`config.mk`:
```
export PLATFORM = sky130hd
export DESIGN_NAME = inst_cache
export DESIGN_NICKNAME = d
export VERILOG_FILES = /design/src/rtl/inst_cache.sv
export SDC_FILE = /design/constraint.sdc
export NUM_CORES = 1
export LEC_CHECK = 0
export BUFFER_PORTS_ARGS = -buffer_cell sky130_fd_sc_hd__buf_2
export CORE_UTILIZATION = 50
export DETAILED_ROUTE_END_ITERATION = 10
export PLACE_DENSITY = 0.67
export SKIP_CTS_REPAIR_TIMING = 1
export SLEW_MARGIN = 0
export SYNTH_ARGS = -nofsm -noshare
export SYNTH_HDL_FRONTEND = slang
export SYNTH_SLANG_ARGS = --single-unit
```
`constraint.sdc`:
```
create_clock -name clk -period 10.6 [get_ports clk]
set_input_delay 0.53 -clock clk [delete_from_list [all_inputs] [get_ports clk]]
set_output_delay 0.53 -clock clk [all_outputs]
set_load 0.02 [all_outputs]
```
`src/rtl/inst_cache.sv`:
```
// inst_cache: direct-mapped instruction cache, one 32-bit word per line,
// 2^INDEX_W lines, zero-latency hits and a blocking single-refill miss path.
//
// Optional feature macro: ICACHE_PERF_EN adds saturating hit/miss counters.
//
// Ports:
//   clk, rst_n           clock, asynchronous active-low reset
//   inst_ren, inst_addr  fetch request and byte address (bits [1:0] ignored)
//   inst_data            fetched word (combinational, 0 when not delivering)
//   inst_stall           word not yet available
//   flush                invalidate all lines at the next edge
//   mem_req, mem_addr    refill request and word-aligned refill address
//   mem_ack, mem_rdata   single-cycle refill acknowledge with data
//   hit_cnt, miss_cnt    performance counters (ICACHE_PERF_EN only)
//
// state | meaning
// IDLE  | lookup; hits served in the same cycle, a miss latches its address
// WAIT  | refill outstanding; mem_req held until mem_ack writes the line
module inst_cache #(
    parameter int INDEX_W = 4
) (
    input  logic        clk,
    input  logic        rst_n,
    input  logic        inst_ren,
    input  logic [31:0] inst_addr,
    output logic [31:0] inst_data,
    output logic        inst_stall,
    input  logic        flush,
    output logic        mem_req,
    output logic [31:0] mem_addr,
    input  logic        mem_ack,
    input  logic [31:0] mem_rdata
`ifdef ICACHE_PERF_EN
    ,
    output logic [31:0] hit_cnt,
    output logic [31:0] miss_cnt
`endif
);
    localparam int LINES = 1 << INDEX_W;
    localparam int TAG_W = 30 - INDEX_W;

    typedef enum logic {IDLE, WAIT} state_t;
    state_t state, state_nxt;

    logic [LINES-1:0]   valid_q, valid_d;
    logic [TAG_W-1:0]   tag_mem  [LINES];
    logic [31:0]        data_mem [LINES];
    logic [29:0]        miss_addr;          // latched word address of the miss

    logic [INDEX_W-1:0] idx, fill_idx;
    logic [TAG_W-1:0]   tag, fill_tag;
    logic               hit, miss_start, refill;
    logic               unused_addr_bits;

    assign idx      = inst_addr[INDEX_W+1:2];
    assign tag      = inst_addr[31:INDEX_W+2];
    assign fill_idx = miss_addr[INDEX_W-1:0];
    assign fill_tag = miss_addr[29:INDEX_W];
    assign hit      = valid_q[idx] && (tag_mem[idx] == tag);
    assign unused_addr_bits = ^inst_addr[1:0];

    always_comb begin
        state_nxt  = state;
        inst_data  = '0;
        inst_stall = 1'b0;
        mem_req    = 1'b0;
        mem_addr   = '0;
        miss_start = 1'b0;
        refill     = 1'b0;
        case (state)
            IDLE: begin
                if (inst_ren) begin
                    if (hit) begin
                        inst_data = data_mem[idx];
                    end else begin
                        inst_stall = 1'b1;
                        miss_start = 1'b1;
                        state_nxt  = WAIT;
                    end
                end
            end
            WAIT: begin
                mem_req    = 1'b1;
                mem_addr   = {miss_addr, 2'b00};
                inst_stall = 1'b1;
                if (mem_ack) begin
                    refill    = 1'b1;
                    state_nxt = IDLE;
                end
            end
            default: state_nxt = IDLE;
        endcase
    end

    // Flush wipes everything, but a refill landing on the same edge survives.
    always_comb begin
        valid_d = flush ? '0 : valid_q;
        if (refill) valid_d[fill_idx] = 1'b1;
    end

    always_ff @(posedge clk or negedge rst_n) begin
        if (!rst_n) begin
            state     <= IDLE;
            valid_q   <= '0;
            miss_addr <= '0;
        end else begin
            state   <= state_nxt;
            valid_q <= valid_d;
            if (miss_start) miss_addr <= inst_addr[31:2];
        end
    end

    always_ff @(posedge clk) begin
        if (refill) begin
            tag_mem[fill_idx]  <= fill_tag;
            data_mem[fill_idx] <= mem_rdata;
        end
    end

`ifdef ICACHE_PERF_EN
    always_ff @(posedge clk or negedge rst_n) begin
        if (!rst_n) begin
            hit_cnt  <= '0;
            miss_cnt <= '0;
        end else begin
            if (state == IDLE && inst_ren && hit && hit_cnt != 32'hFFFF_FFFF)
                hit_cnt <= hit_cnt + 32'd1;
            if (miss_start && miss_cnt != 32'hFFFF_FFFF)
                miss_cnt <= miss_cnt + 32'd1;
        end
    end
`endif

endmodule
```
==> results.md <==
- Worst slew pin tran: 1.124 ns
- Hold Worst Slack: 0.04441 ns
- Reg2reg setup slack: 7.26 ns
- Clock Latency Late Sink: 0.66 ns
- Worst setup EP type: output port
- Placement Setup Slack: 3.962 ns
- Ys flop type: edfxtp_1
- Area share of the largest cell type after synthesis: 73.06%
- Ant diodes: 0
- Worst setup startpoint: inst_addr[2]
- Worst EP required: 10.07 ns
- Max-cap violation count: 0
- Routed length per placed instance: 29.52 um
- Routed wl met3: 5242 um
- Max transition margin: 24.83%
- DR pass1 iterations: 5
- EDFF count, synth: 928
- Tcrit/Tclk final: 61.25%
- Synth area leader: edfxtp_1
- # port buffers: 130
- Compound-Gate Fraction of Synth Area: 1.115%
- # rows: 100
- Ranking of synthesized cells by area: edfxtp_1 (73%), mux4_2 (14%), dfrtp_1 (3.1%)
- CTS tree: done
- # setup viols final: 0
- Largest net degree at the start of global routing: 98
- Total grt overflow: 0
- Most common cell in the synthesized netlist: edfxtp_1
- H-tree depth: 3
- Post-layout minimum cycle time: 6.492 ns
- Die width: 278.2 um
- Final ANT Viol Nets: 0
- Critical R2R Launch: tag_mem[13][6]
- Synth Area per Inst: 23.10 um2
- Drt via density: 6.174
- Initial antenna violation count: 5
- Io pins: 135
- Fin util: 57.84%
- GRT Util Overall: 22.48%
- Worst Hold Class: input pin to asynchronous set/reset pin
- Mapped Cells: 1651
- Routed WL: 85070 um
- Initial core utilization: 50.89%
- Global-route wire length before repair: 125600 um
- Fin. max-slew vios: 0
- DRC violations left: 0
- Vias in the first global route: 18.66k
- DR WL met2: 42720 um
- Top post-synthesis cells by count: edfxtp_1 (928), mux4_2 (243), mux2i_1 (69)
- Hpwl dp: 43640 um
- Xor/xnor cell area share of the yosys netlist: 0.5741%
- Post-synthesis mux area share: 18.59%
- Critical Path Fanout Max: 81
- Startpoint Class: input pin
- Layout net count: 1903
- Seq cells post-synth: 975
- CTS buffer count: 97
- Status: finished clean
- Fillcell total: 5340
- Top routing layer used: met5
- Clk buf depth: 3
- Area delta synth->final: 13.66%
- Fmax: 154.0 MHz
- CTS Root Buffer Type: clkbuf_16
- P_leak: 14.40 nW
- Seq/Total Area, Yosys: 76.14%
- Share of layout cells above drive strength 1: 32.31%
- Syn Std Cell Area: 38140 um2
- Clock sinks: 975
- Total Die Area: 77390 um2
- Clock Pin Slew Worst Setup and Hold Paths: 0.06 ns
- Placer Congestion: 0.7873
- PnR worst setup slack: 4.108 ns
- DRT met1 WL: 35560 um
- RSZ-0062 raised after global routing: false
- Peak VDD IR: 0.1409 mV
- Core box area: 74950 um2
- DR vias: 17.79k
- Drt first-iter violations: 1818
- Synth Area in Simple Gates: 2.109%
- Cell variety after synth: 52
- Post-synth ARST share: 4.821%
- Largest family of logic cells by synthesized area: multiplexers
- Synth warn: 0
- Die height: 278.2 um
- PwrDens: 201.0 nW/um2
- CP arrival: 5.96 ns
- Final Skew: 0.04084 ns
- Synth Area in Adders: 0%
- WS Path Type: input pin to output port
- Final Hold Viols: 0
- Setup Total Neg Slack: 0 ns
routing by layer:
layer  global-route usage (%)  vias to the layer above
met3                    3.643                      120
met4                    6.092                       10
met2                    36.49                      655
met1                    31.94                     9673
met5                        0                        -
li1                         -                     7335
cell usage in the layout (no fill, tap or decap), drive strengths merged, types with 12 or more instances in the layout:
cell type / Yosys / routed
bufinv: 0 / 15
a221oi: 12 / 12
clkinv: 0 / 33
buf: 56 / 170
nor2b: 33 / 33
and2: 31 / 31
edfxtp: 928 / 928
mux4: 260 / 260
xnor2: 22 / 22
clkbuf: 32 / 125
dfrtp: 47 / 47
mux2i: 69 / 69
mux2: 33 / 33
nand4: 12 / 12
nor2: 17 / 17
a21o: 19 / 19
area by class of cell:
cell class              count  area, um2  share of cell area [%]
multi-input cells         581       8665                   19.99
repair buffers            171      996.0                   2.297
clock buffers             124       2619                   6.041
flip-flops and latches    975      29040                   66.99
inverters                   8      32.53                 0.07504
well taps                 969       1212                   2.797
clock inverters            54      785.8                   1.812
critical path, stage by stage:
cell	delay [ns]
buf_8	0.59
buf_4	0.68
mux4_1	0.64
mux2i_1	0.14
mux2i_1	0.12
xnor2_1	0.49
nand4_1	0.26
nor4_4	0.39
nand4_1	0.95
buf_4	0.57
and2b_1	0.21
buf_2	0.15
flip-flops by register name (all words and copies together), names as in the netlist:
signal,count
valid_q,16
data_mem,512
miss_addr,30
state,1
tag_mem,416
power by group:
part	switching, W	internal (W)
logic	0.000332	0.000236
clock network	0.00146	0.00213
registers	0.000129	0.00443
total	0.00192	0.00679
kinds of logic (layout without fill, tap and decap cells):
| family | Yosys count | in the layout |
|---|---|---|
| AO/OA/AOI/OAI | 55 | 55 |
| XOR/XNOR | 25 | 25 |
| flip-flops | 975 | 975 |
| AND/OR/NAND/NOR | 137 | 137 |
| other | 1 | 2 |
| multiplexers | 362 | 362 |
| buffers and inverters | 96 | 357 |
worst paths after layout:
path | endpoint | depth (start not counted)
worst max-delay path | inst_data[0] | 12
worst min-delay path | miss_addr[27] | 2
worst max register to register | miss_addr[12] | 9
worst min register to register | valid_q[13] | 1
max in group asynchronous | miss_addr[12] | 2
min in group clk | miss_addr[23] | 2
stage by stage:
stage,power (W),instances,area (um2)
global placement,0.005185,2704,39950
detailed placement,0.005213,2704,39950
global route,0.008969,2882,43350
floorplan,0.004965,1652,38150
finish,0.008712,2882,43350
CTS,0.008782,2882,43350
Note: power is estimated with default switching activity, not from simulation.
